**src/rtl/alu_op_sequencer_if.sv**
```systemverilog
// alu_op_sequencer_if
//
// Groups the handshake and bus signals around alu_op_sequencer. There are four groups:
//   - ld_*   : direct register-file load strobe, index and data
//   - cmd_*  : command channel (valid/ready) with ALU control and register indices
//   - alu_*  : operand/control outputs to the combinational ALU and its result/flags
//   - rsp_*  : response channel (valid/ready) carrying the captured result and flags
//
// Modports:
//   slave  : the sequencer itself
//   master : the environment, i.e. the control path and the ALU
interface alu_op_sequencer_if #(
  parameter int unsigned WIDTH = 16
) ();

  // Register-file load path
  logic             ld_valid;
  logic [1:0]       ld_idx;
  logic [WIDTH-1:0] ld_data;

  // Command channel
  logic             cmd_valid;
  logic             cmd_ready;
  logic             cmd_mode;
  logic [3:0]       cmd_select;
  logic             cmd_carry_in;
  logic [1:0]       cmd_src_a;
  logic [1:0]       cmd_src_b;
  logic [1:0]       cmd_dst;
  logic             cmd_wr_en;

  // ALU side
  logic             alu_mode;
  logic [3:0]       alu_select;
  logic             alu_carry_in;
  logic [WIDTH-1:0] alu_in_a;
  logic [WIDTH-1:0] alu_in_b;
  logic [WIDTH-1:0] alu_out;
  logic             alu_carry_out;
  logic             alu_compare;

  // Response channel
  logic             rsp_valid;
  logic             rsp_ready;
  logic [WIDTH-1:0] rsp_data;
  logic             rsp_carry;
  logic             rsp_compare;

  modport slave (
    input  ld_valid, ld_idx, ld_data,
    input  cmd_valid, cmd_mode, cmd_select, cmd_carry_in,
    input  cmd_src_a, cmd_src_b, cmd_dst, cmd_wr_en,
    output cmd_ready,
    output alu_mode, alu_select, alu_carry_in, alu_in_a, alu_in_b,
    input  alu_out, alu_carry_out, alu_compare,
    output rsp_valid, rsp_data, rsp_carry, rsp_compare,
    input  rsp_ready
  );

  modport master (
    output ld_valid, ld_idx, ld_data,
    output cmd_valid, cmd_mode, cmd_select, cmd_carry_in,
    output cmd_src_a, cmd_src_b, cmd_dst, cmd_wr_en,
    input  cmd_ready,
    input  alu_mode, alu_select, alu_carry_in, alu_in_a, alu_in_b,
    output alu_out, alu_carry_out, alu_compare,
    input  rsp_valid, rsp_data, rsp_carry, rsp_compare,
    output rsp_ready
  );

endinterface

```
**src/rtl/alu_op_sequencer.sv**
```systemverilog
// alu_op_sequencer
//
// Multi-cycle command front end for a combinational 16-bit ALU. It holds a four-entry operand
// register file. Each accepted command reads two registers and presents them, together with the
// requested mode/select/carry, to the ALU for SETTLE cycles. It then captures the result and
// flags, optionally writes the result back, and offers a response until it is consumed.
//
// Ports:
//   clk   : single clock, all state on the rising edge
//   rst_n : asynchronous active-low reset
//   bus   : alu_op_sequencer_if.slave (ld_*, cmd_*, alu_*, rsp_* groups)
//
// Parameters:
//   WIDTH  : datapath width, must match the ALU operand width
//   SETTLE : cycles the ALU inputs are held before capture, legal range 1..15
module alu_op_sequencer #(
  parameter int unsigned WIDTH  = 16,
  parameter int unsigned SETTLE = 1
) (
  input  logic                clk,
  input  logic                rst_n,
  alu_op_sequencer_if.slave   bus
);

  typedef enum logic [1:0] {
    StIdle,
    StExec,
    StResp
  } state_e;

  localparam logic [3:0] SettleCnt = 4'(SETTLE);

  state_e           state_q, state_d;
  logic [3:0]       cnt_q, cnt_d;

  // Latched command fields; mode/select/carry/operands are also the ALU drive registers
  logic             mode_q, mode_d;
  logic [3:0]       select_q, select_d;
  logic             carry_in_q, carry_in_d;
  logic [WIDTH-1:0] in_a_q, in_a_d;
  logic [WIDTH-1:0] in_b_q, in_b_d;
  logic [1:0]       dst_q, dst_d;
  logic             wr_en_q, wr_en_d;

  // Captured response
  logic [WIDTH-1:0] rsp_data_q, rsp_data_d;
  logic             rsp_carry_q, rsp_carry_d;
  logic             rsp_compare_q, rsp_compare_d;

  logic [WIDTH-1:0] regfile_q [4];
  logic [WIDTH-1:0] regfile_d [4];

  logic             cmd_ready;

  // Qualified with rst_n so no command can be seen as accepted while reset is held
  assign cmd_ready = (state_q == StIdle) & rst_n;

  always_comb begin
    state_d       = state_q;
    cnt_d         = cnt_q;
    mode_d        = mode_q;
    select_d      = select_q;
    carry_in_d    = carry_in_q;
    in_a_d        = in_a_q;
    in_b_d        = in_b_q;
    dst_d         = dst_q;
    wr_en_d       = wr_en_q;
    rsp_data_d    = rsp_data_q;
    rsp_carry_d   = rsp_carry_q;
    rsp_compare_d = rsp_compare_q;
    regfile_d     = regfile_q;

    // The load port is live in every state. The writeback below is assigned later, so it
    // overrides a load to the same index in the same cycle.
    if (bus.ld_valid) begin
      regfile_d[bus.ld_idx] = bus.ld_data;
    end

    unique case (state_q)
      StIdle: begin
        if (bus.cmd_valid && cmd_ready) begin
          mode_d     = bus.cmd_mode;
          select_d   = bus.cmd_select;
          carry_in_d = bus.cmd_carry_in;
          dst_d      = bus.cmd_dst;
          wr_en_d    = bus.cmd_wr_en;
          // Operands come from the registered file, so a same-cycle load is not visible
          in_a_d     = regfile_q[bus.cmd_src_a];
          in_b_d     = regfile_q[bus.cmd_src_b];
          cnt_d      = SettleCnt;
          state_d    = StExec;
        end
      end

      StExec: begin
        cnt_d = cnt_q - 4'd1;
        // The last settle cycle: the ALU output has been stable for SETTLE cycles
        if (cnt_q == 4'd1) begin
          rsp_data_d    = bus.alu_out;
          rsp_carry_d   = bus.alu_carry_out;
          rsp_compare_d = bus.alu_compare;
          if (wr_en_q) begin
            regfile_d[dst_q] = bus.alu_out;
          end
          state_d = StResp;
        end
      end

      StResp: begin
        if (bus.rsp_ready) begin
          state_d = StIdle;
        end
      end

      default: begin
        state_d = StIdle;
      end
    endcase
  end

  always_ff @(posedge clk or negedge rst_n) begin
    if (!rst_n) begin
      state_q       <= StIdle;
      cnt_q         <= '0;
      mode_q        <= 1'b0;
      select_q      <= '0;
      carry_in_q    <= 1'b0;
      in_a_q        <= '0;
      in_b_q        <= '0;
      dst_q         <= '0;
      wr_en_q       <= 1'b0;
      rsp_data_q    <= '0;
      rsp_carry_q   <= 1'b0;
      rsp_compare_q <= 1'b0;
      regfile_q     <= '{default: '0};
    end else begin
      state_q       <= state_d;
      cnt_q         <= cnt_d;
      mode_q        <= mode_d;
      select_q      <= select_d;
      carry_in_q    <= carry_in_d;
      in_a_q        <= in_a_d;
      in_b_q        <= in_b_d;
      dst_q         <= dst_d;
      wr_en_q       <= wr_en_d;
      rsp_data_q    <= rsp_data_d;
      rsp_carry_q   <= rsp_carry_d;
      rsp_compare_q <= rsp_compare_d;
      regfile_q     <= regfile_d;
    end
  end

  assign bus.cmd_ready    = cmd_ready;
  assign bus.alu_mode     = mode_q;
  assign bus.alu_select   = select_q;
  assign bus.alu_carry_in = carry_in_q;
  assign bus.alu_in_a     = in_a_q;
  assign bus.alu_in_b     = in_b_q;
  assign bus.rsp_valid    = (state_q == StResp);
  assign bus.rsp_data     = rsp_data_q;
  assign bus.rsp_carry    = rsp_carry_q;
  assign bus.rsp_compare  = rsp_compare_q;

endmodule

```
**src/flat_wrapper.sv**
```systemverilog
// flat-port wrapper written by rule: the top's interface ports become plain ports
module alu_op_sequencer_flat 
#(
  parameter int unsigned WIDTH  = 16,
  parameter int unsigned SETTLE = 1
)
  (clk, rst_n, bus_ld_valid, bus_ld_idx, bus_ld_data, bus_cmd_valid, bus_cmd_mode, bus_cmd_select, bus_cmd_carry_in, bus_cmd_src_a, bus_cmd_src_b, bus_cmd_dst, bus_cmd_wr_en, bus_cmd_ready, bus_alu_mode, bus_alu_select, bus_alu_carry_in, bus_alu_in_a, bus_alu_in_b, bus_alu_out, bus_alu_carry_out, bus_alu_compare, bus_rsp_valid, bus_rsp_data, bus_rsp_carry, bus_rsp_compare, bus_rsp_ready);
  alu_op_sequencer_if #(.WIDTH(WIDTH)) bus_i ();
  input  logic clk;
  input  logic rst_n;
  input wire logic [$bits(bus_i.ld_valid)-1:0] bus_ld_valid;
  input wire logic [$bits(bus_i.ld_idx)-1:0] bus_ld_idx;
  input wire logic [$bits(bus_i.ld_data)-1:0] bus_ld_data;
  input wire logic [$bits(bus_i.cmd_valid)-1:0] bus_cmd_valid;
  input wire logic [$bits(bus_i.cmd_mode)-1:0] bus_cmd_mode;
  input wire logic [$bits(bus_i.cmd_select)-1:0] bus_cmd_select;
  input wire logic [$bits(bus_i.cmd_carry_in)-1:0] bus_cmd_carry_in;
  input wire logic [$bits(bus_i.cmd_src_a)-1:0] bus_cmd_src_a;
  input wire logic [$bits(bus_i.cmd_src_b)-1:0] bus_cmd_src_b;
  input wire logic [$bits(bus_i.cmd_dst)-1:0] bus_cmd_dst;
  input wire logic [$bits(bus_i.cmd_wr_en)-1:0] bus_cmd_wr_en;
  output wire logic [$bits(bus_i.cmd_ready)-1:0] bus_cmd_ready;
  output wire logic [$bits(bus_i.alu_mode)-1:0] bus_alu_mode;
  output wire logic [$bits(bus_i.alu_select)-1:0] bus_alu_select;
  output wire logic [$bits(bus_i.alu_carry_in)-1:0] bus_alu_carry_in;
  output wire logic [$bits(bus_i.alu_in_a)-1:0] bus_alu_in_a;
  output wire logic [$bits(bus_i.alu_in_b)-1:0] bus_alu_in_b;
  input wire logic [$bits(bus_i.alu_out)-1:0] bus_alu_out;
  input wire logic [$bits(bus_i.alu_carry_out)-1:0] bus_alu_carry_out;
  input wire logic [$bits(bus_i.alu_compare)-1:0] bus_alu_compare;
  output wire logic [$bits(bus_i.rsp_valid)-1:0] bus_rsp_valid;
  output wire logic [$bits(bus_i.rsp_data)-1:0] bus_rsp_data;
  output wire logic [$bits(bus_i.rsp_carry)-1:0] bus_rsp_carry;
  output wire logic [$bits(bus_i.rsp_compare)-1:0] bus_rsp_compare;
  input wire logic [$bits(bus_i.rsp_ready)-1:0] bus_rsp_ready;
  assign bus_i.ld_valid = bus_ld_valid;
  assign bus_i.ld_idx = bus_ld_idx;
  assign bus_i.ld_data = bus_ld_data;
  assign bus_i.cmd_valid = bus_cmd_valid;
  assign bus_i.cmd_mode = bus_cmd_mode;
  assign bus_i.cmd_select = bus_cmd_select;
  assign bus_i.cmd_carry_in = bus_cmd_carry_in;
  assign bus_i.cmd_src_a = bus_cmd_src_a;
  assign bus_i.cmd_src_b = bus_cmd_src_b;
  assign bus_i.cmd_dst = bus_cmd_dst;
  assign bus_i.cmd_wr_en = bus_cmd_wr_en;
  assign bus_cmd_ready = bus_i.cmd_ready;
  assign bus_alu_mode = bus_i.alu_mode;
  assign bus_alu_select = bus_i.alu_select;
  assign bus_alu_carry_in = bus_i.alu_carry_in;
  assign bus_alu_in_a = bus_i.alu_in_a;
  assign bus_alu_in_b = bus_i.alu_in_b;
  assign bus_i.alu_out = bus_alu_out;
  assign bus_i.alu_carry_out = bus_alu_carry_out;
  assign bus_i.alu_compare = bus_alu_compare;
  assign bus_rsp_valid = bus_i.rsp_valid;
  assign bus_rsp_data = bus_i.rsp_data;
  assign bus_rsp_carry = bus_i.rsp_carry;
  assign bus_rsp_compare = bus_i.rsp_compare;
  assign bus_i.rsp_ready = bus_rsp_ready;
  alu_op_sequencer #(.WIDTH(WIDTH), .SETTLE(SETTLE)) u_core (.clk(clk), .rst_n(rst_n), .bus(bus_i));
endmodule
```
**config.mk**
```make
export PLATFORM = sky130hd
export DESIGN_NAME = alu_op_sequencer_flat
export DESIGN_NICKNAME = d
export VERILOG_FILES = /design/src/rtl/alu_op_sequencer_if.sv /design/src/rtl/alu_op_sequencer.sv /design/src/flat_wrapper.sv
export SDC_FILE = /design/constraint.sdc
export NUM_CORES = 1
export LEC_CHECK = 0
export BUFFER_PORTS_ARGS = -buffer_cell sky130_fd_sc_hd__buf_4
export CORE_MARGIN = 2
export CORE_UTILIZATION = 38
export CTS_BUF_LIST = sky130_fd_sc_hd__clkbuf_16
export CTS_CLUSTER_DIAMETER = 30
export DETAILED_ROUTE_END_ITERATION = 12
export SLEW_MARGIN = 10
export SYNTH_ARGS = -nofsm -noshare
export SYNTH_HDL_FRONTEND = slang
export SYNTH_SLANG_ARGS = --single-unit
```
**constraint.sdc**
```tcl
create_clock -name clk -period 1.6 [get_ports clk]
set_input_delay 0.08 -clock clk [delete_from_list [all_inputs] [get_ports clk]]
set_output_delay 0.08 -clock clk [all_outputs]
set_load 0.02 [all_outputs]
```
## Yosys cells after proc, flatten, opt, wreduce, memory -nomap -nowiden

Cells that the tools add are included.

- Flip-flop bits (word level): 129
- Bits in latches: 0
- Bits in writable memories: 0
- ROM bits: 0
- Input bits: 54
- Output and inout bits: 58
- Logic and storage cells: 65
- Memories kept: 0

- $add $sub $neg: 1
- Multiply operators: 0
- Div/mod/pow operators: 0
- $lt $le $gt $ge: 6
- Equal/unequal tests: 6
- Shifts and indexed selects: 0
- Muxes and demuxes: 22
- Bitwise gates (word level): 5
- Reductions and logical operators: 9

Operators by type and width:

| cell | count |
|---|---|
| $mux 64 | 4 |
| $bwmux 64 | 2 |
| $mux 16 | 6 |
| $bmux 16 s2 | 2 |
| $demux 16 s2 | 2 |
| $ge 3x3->1 const B | 4 |
| $not 2->3 | 4 |
| $pmux 4 s2 | 1 |
| $lt 3x1->1 const B | 2 |
| $mux 2 | 3 |
| $pmux 2 s3 | 1 |
| $reduce_and 2->1 | 3 |
| $eq 4x1->1 const B | 1 |
| $mux 4 | 1 |
| $ne 2x1->1 const B | 2 |
| $sub 4x1->4 const B | 1 |
| $logic_and 1x1->1 | 3 |
| $reduce_and 3->1 | 1 |
| $eq 2x1->1 const B | 1 |
| $eq 2x2->1 const B | 1 |
| $logic_not 2->1 | 1 |
| $ne 2x2->1 const B | 1 |
| $reduce_bool 2->1 | 1 |
| $and 1x1->1 | 1 |

## Logic depth before layout (Yosys ltp)

Gate-level depths: netlist (run 1).

- Depth in word-level cells: 11
- Mapped depth: 6
- Depth with buffers taken out: 5

## Least setup slack after synthesis (run 1)

Ideal clock, no wire load.

- Path type: register to register
- Start point: register u_core.cnt_q[1]
- End point: register u_core.regfile_q[53] in the netlist's numbering
- Library setup time: 125 ps
- Arrival: 1,617 ps
- Required time: 1,475 ps
- Setup slack: -142 ps
- Stages on the path, launching flop included: 7
- Buffers on the path: 1
- Period minus slack after synthesis: 1,742 ps
- Path through: dfrtp_1 > inv_1 > ha_1 > nor3b_4 > nand4b_2 > buf_4 > mux2_2

RTL lines:

| element | line | source |
|---|---|---|
| start, declared | alu_op_sequencer.sv:34 | `logic [3:0] cnt_q, cnt_d;` |
| start signal, assigned | alu_op_sequencer.sv:138 | `cnt_q <= cnt_d;` |
| end signal, assigned | alu_op_sequencer.sv:149 | `regfile_q <= regfile_d;` |
| end, declared | alu_op_sequencer.sv:50 | `logic [WIDTH-1:0] regfile_q [4];` |

==> metrics, run 1 <==
Root Buffer=clkbuf_16; Final Wtd Congestion=0.727; sequential area share after synthesis=0.499; CTS Buf Count=17; final std cells w/o fill=804; # setup viols final=83; Max VDD drop=0.871 mV; largest family of logic cells by synthesized area=multiplexers; Netlist cell types=34; clock sinks=129; Compound-Gate Fraction of Synth Area=0.00367; Top FF cell, synth=dfrtp_1; Starting Density=0.389; HPWL after DPL=9800 um; Startpoint Class=register; Fmax=0.588 GHz; pin count of the biggest net entering global routing=130; port bufs=111; gr ovfl total=0; Routed WL=16500 um; hold path depth=3; crit path DAT=2.00 ns; DP Worst Slack=-0.213 ns; min Tclk post-route=1.70 ns; CORE AREA=16600 um^2; via count=4194; Skew-Pair Late Insertion Delay=0.42 ns; Mapped Cells=406; Pre-Repair DR Iteration Count=4; share of the synthesized area in the top cell type=0.499; final count of hold timing violations=0; pwr dens=1810 nW/um^2; Max stage delay on crit path=0.40 ns; vias in the first global route=4431; Worst-Margin Slew=0.705 ns; Slew Viols, Final=0; Post-synth top cells=mux2_2, dfrtp_1, mux4_2; Max transition margin=0.530; Final nets=630; hold_ws=0.0450 ns; Async SR Flop Fraction=1.00; largest cells by area after synthesis=dfrtp_1, mux2_2, mux4_2; Crit-path slowest cell=dfrtp_1; total power=16.0 mW; # DRC=0; crit share post-route=1.06; ant diodes=0; die width=134 um; drt initial violations=139; syn_nets=462; vias per inst=5.22; cell type with the largest total area after synthesis=dfrtp_1; Setup Skew=0.00840 ns; Post-synth EDFFs=0; Post-Synth Adder-Cell Area=0.00387; clock buffer depth=2; post-synthesis cell area=6470 um^2; syn avg cell area=15.9 um^2; crit-path max FO=8; Die ar.=18100 um^2; crit path cell chain=inv_2 > ha_4 > nor3b_4 > buf_6 > nand4_4 > clkbuf_16 > mux2_2; #FFs+latches synth=129; reg2reg path depth=7; ANT nets after route=0; DR WL/cell=20.5 um; mux cell area share after synthesis=0.438; global-route wire length before repair=24300 um; yosys warns=0; unrepaired setup endpoints after global routing=true; row count=47; layout cells sized above 1=0.685; CP Class=register to register; Synth Area in Simple Gates=0.0323; failing checks=setup timing; Clock transition at path regs=0.06 ns; count leader, synth=mux2_2; initial antenna violation count=0; Area Growth Syn to Fin=36.7%; I/O Pins=112; type of the most critical hold path=input port to register; chip height=134 um; Static Leak=3.84 nW; Crit. End Element=register; Total GRT Usage=0.180; Max-cap violations=0; CTS tree=done; H-tree depth=4; Placed Cells=735; fin worst setup slack=-0.102 ns; outcome=finished, violations left; xor and xnor area share after synthesis=0.00135; Critical Path RT=1.90 ns
==> placed cells by master (no fill, tap or decap), drive strengths merged, types with 3 or more instances in the layout <==
cell type	Yosys	layout
buf	22	138
inv	3	6
nor3b	3	3
nand3b	3	3
clkbuf	1	22
dlygate4sd3	0	29
mux2	187	187
clkinv	0	6
dfrtp	129	129
mux4	32	32
nor2b	3	3
==> cells by family after synthesis <==
logic type | count (synthesis)
xor gates and xnor gates | 1
DFF | 129
AOI/OAI and AO/OA | 4
adders and majority gates | 2
and+or+nand+nor | 24
buffers and inverters | 26
muxes | 220
==> routing by layer <==
metal  part of all wire  track usage  up-vias
li1                   -            -     1888
met1               0.43        0.223     2171
met2               0.51        0.312      117
met3              0.046       0.0398       18
met4              0.015       0.0667        0
met5                  0            0        -
==> registers in the layout, summed over array words and instances, names as in the netlist, 2 cells and up <==
| register | cells |
|---|---|
| u_core.bus.alu_in_a | 16 |
| u_core.bus.alu_in_b | 16 |
| u_core.bus.alu_select | 4 |
| u_core.bus.rsp_data | 16 |
| u_core.cnt_q | 4 |
| u_core.dst_q | 2 |
| u_core.regfile_q | 64 |
| u_core.state_q | 2 |
==> metrics by stage <==
stage	area [um^2]	TNS (ns)	utilization
after floorplan	6480	-4.89	-
after CTS	8650	-5.17	0.520
final	8840	-4.50	0.531
after global routing	8840	-8.22	0.531
after detailed placement	7760	-14.87	0.466
after global placement	7760	-10.72	0.466
==> timing repair <==
item / 4_1_cts / 5_1_grt
setup endpoints to repair: 82 / 123
setup buffers: 2 / 3
cloned: 1 / 5
hold buffers: 29 / 0
hold endpoints to repair: 221 / 0
resized for setup: 7 / 20
==> path summary, 6_finish.rpt <==
| kind | slack [ns] | start | to |
|---|---|---|---|
| setup / recovery | -0.10 | u_core.cnt_q[1] | u_core.regfile_q[23] |
| hold / removal | 0.04 | bus_ld_data[10] | u_core.regfile_q[10] |
| setup reg to reg | -0.10 | u_core.cnt_q[1] | u_core.regfile_q[23] |
| hold reg to reg | 0.50 | u_core.bus.rsp_data[14] | u_core.bus.rsp_data[14] |
| max in group asynchronous | 0.71 | rst_n | u_core.regfile_q[48] |
| min in group asynchronous | 0.35 | rst_n | u_core.bus.alu_mode |
==> critical path: cells and delay by family (launching register included) <==
kind / cells / cell delay (ns)
buffers and inverters: 3 / 0.47
DFF: 1 / 0.40
and+or+nand+nor: 2 / 0.35
muxes: 1 / 0.26
adders and majority gates: 1 / 0.12
==> layout make-up <==
| cell class | instances | area, um^2 |
|---|---|---|
| flip-flops and latches | 129 | 3230 |
| well taps | 220 | 275 |
| inverters | 3 | 11.3 |
| clock inverters | 12 | 105 |
| multi-input cells | 251 | 3200 |
| clock buffers | 17 | 425 |
| fillers | 1379 | 7800 |
| repair buffers | 172 | 1600 |
==> where the power goes <==
group | internal (mW) | switching (mW)
registers | 4.79 | 1.03
clock network | 2.21 | 1.34
logic | 3.94 | 2.70
(Power assumes the default switching activity.)
==> run 2, diff against run 1 <==
--- a/config.mk
+++ b/config.mk
@@ -11,6 +11,7 @@
 export CTS_BUF_LIST = sky130_fd_sc_hd__clkbuf_16
 export CTS_CLUSTER_DIAMETER = 30
 export DETAILED_ROUTE_END_ITERATION = 12
+export REMOVE_ABC_BUFFERS = 1
 export SLEW_MARGIN = 10
 export SYNTH_ARGS = -nofsm -noshare
 export SYNTH_HDL_FRONTEND = slang
==> run 2 against run 1 <==
The flow still finishes with violations (setup timing). Core utilization rose by 1.9 points. Largest power group unchanged. Critical path type unchanged. Total power rose by 4.1%. Wire length rose by 6.9%. Setup slack got worse by 0.039 ns. Clock power rose by 3%. Final cell count rose by 1.9%. Sequential share of layout area fell by 1.2 points.
==> metrics, run 2 (synthesis results as in run 1) <==
failing checks=setup timing; Filler cells=1394 (+1.1%); CTS Buf Count=17 (unchanged); final count of hold timing violations=0 (unchanged); crit path DAT=2.04 ns (+0.04 ns); Setup Skew=0.0105 ns (+0.00210 ns); DR WL/cell=21.5 um (+4.9%); number of flip-flops in the largest register=64 (unchanged); row count=47 (unchanged); Fmax=0.574 GHz (-2.3%); clock sinks=129 (unchanged); H-tree depth=4 (unchanged); vias per inst=5.20 (-0.29%); Root Buffer=clkbuf_16; clock buffer depth=2 (unchanged); Startpoint Class=register; CTS tree=done; Starting Density=0.389 (unchanged); type of the most critical hold path=input port to register; most frequent cells in the layout=mux2_2, dfrtp_1, buf_4; crit-path max FO=12 (+4); # DRC=0 (unchanged); unrepaired setup endpoints after global routing=true; Area Growth Syn to Fin=41.5%; initial antenna violation count=0 (unchanged); min Tclk post-route=1.74 ns (+0.0394 ns); area of the multi-input gates=3320 um^2 (+3.6%); layout cells sized above 1=0.693 (+0.00789); via count=4260 (+1.6%); ant diodes=0 (unchanged); Max-cap violations=0 (unchanged); # setup viols final=112 (+35%); Pre-Repair DR Iteration Count=4 (unchanged); Die ar.=18100 um^2 (unchanged); port bufs=111 (unchanged); Max transition margin=0.568 (+0.0381); Critical Path RT=1.90 ns (about the same); Static Leak=4.02 nW (+4.7%); ANT nets after route=0 (unchanged); crit share post-route=1.09 (+0.0246); CORE AREA=16600 um^2 (unchanged); Worst-Margin Slew=0.648 ns (-0.0572 ns); vias in the first global route=4634 (+4.6%); Slew Viols, Final=0 (unchanged); pwr dens=1820 nW/um^2 (+0.58%); die width=134 um (unchanged); chip height=134 um (unchanged); Total Neg Setup Slack=-7.44 ns (-2.94 ns); fin worst setup slack=-0.141 ns (-0.0394 ns); Clock transition at path regs=0.06 ns (about the same); Crit. End Element=register; Max VDD drop=0.980 mV (+12%); Final Wtd Congestion=0.758 (+4.3%); most common cell after layout, fill and taps aside=mux2_2; Routed WL=17600 um (+6.9%); drt initial violations=148 (+6.5%); Placed Cells=745 (+1.4%); Total GRT Usage=0.188 (+0.00802); outcome=finished, violations left; I/O Pins=112 (unchanged); largest register by flop count=u_core.regfile_q; Reg area=3230 um^2 (unchanged); hold_ws=0.0491 ns (+0.00407 ns); gr ovfl total=0 (unchanged); Final nets=642 (+1.9%); final std cells w/o fill=819 (+1.9%); global-route wire length before repair=25600 um (+5.1%); pin count of the biggest net entering global routing=107 (-18%); total power=16.7 mW (+4.1%); CP Class=register to register; Skew-Pair Late Insertion Delay=0.42 ns (about the same); HPWL after DPL=10700 um (+8.7%)
run 2: changes by cell type in the layout (fill, tap and decap cells not counted), moves of 2 or more:
cell	change
mux2_2	-23
buf_12	+6
clkinvlp_4	+2
buf_6	+5
mux2_4	+23
run 2: layout make-up:
cell class	count	share of cell area
timing repair buffer	184	0.193
multi-input combinational	251	0.362
sequential	129	0.353
clock inverter	15	0.0139
inverter	3	0.00123
clock buffer	17	0.0465
tap	220	0.0301
run 2: report_power, final:
part | internal [mW] | switching (mW)
combinational | 4.27 | 2.93
sequential | 4.79 | 1.04
clock | 2.25 | 1.41
total | 11.3 | 5.38
run 2: timing repair:
item | CTS | global route
gates cloned | 0 | 6
setup buffers | 2 | 4
gates resized for setup | 17 | 51
endpoints found under the hold margin | 221 | 0
pin swaps | 0 | 1
endpoints found under the setup margin | 123 | 125
hold buffers | 30 | 0
run 2: final timing paths:
path / start / endpoint / slack [ns] / cells past startpoint
worst min register to register: u_core.bus.rsp_data[1] / u_core.bus.rsp_data[1] / 0.50 / 1
worst max-delay path: u_core.state_q[1] / u_core.bus.alu_mode / -0.14 / 5
worst max register to register: u_core.state_q[1] / u_core.bus.alu_mode / -0.14 / 5
min in group asynchronous: rst_n / u_core.dst_q[0] / 0.30 / 3
worst min-delay path: bus_ld_data[13] / u_core.regfile_q[45] / 0.05 / 3
max in group asynchronous: rst_n / u_core.bus.alu_in_a[1] / 0.76 / 3
run 2: stage by stage:
| step | setup WS (ns) | instance area [um^2] | utilization |
|---|---|---|---|
| after CTS | -0.0948 | 8820 | 0.530 |
| final | -0.141 | 9150 | 0.550 |
| after detailed placement | -0.162 | 7860 | 0.472 |
| after floorplan | -3.82 | 6340 | - |
| after global routing | -0.185 | 9150 | 0.550 |
| after global placement | -0.130 | 7860 | 0.472 |
run 2: critical path, cell delays in order, from the launching register on:
cell and delay [ns]:
dfrtp_2 0.43, buf_6 0.13, nor4bb_4 0.29, buf_6 0.22, buf_12 0.20, mux2_2 0.34
run 2: routing by layer:
layer,vias up,track usage,wire (um)
met5,-,0,0
met3,16,0.0507,545
met4,0,0.0579,190
li1,1902,-,-
met2,96,0.327,9080
met1,2246,0.230,7820
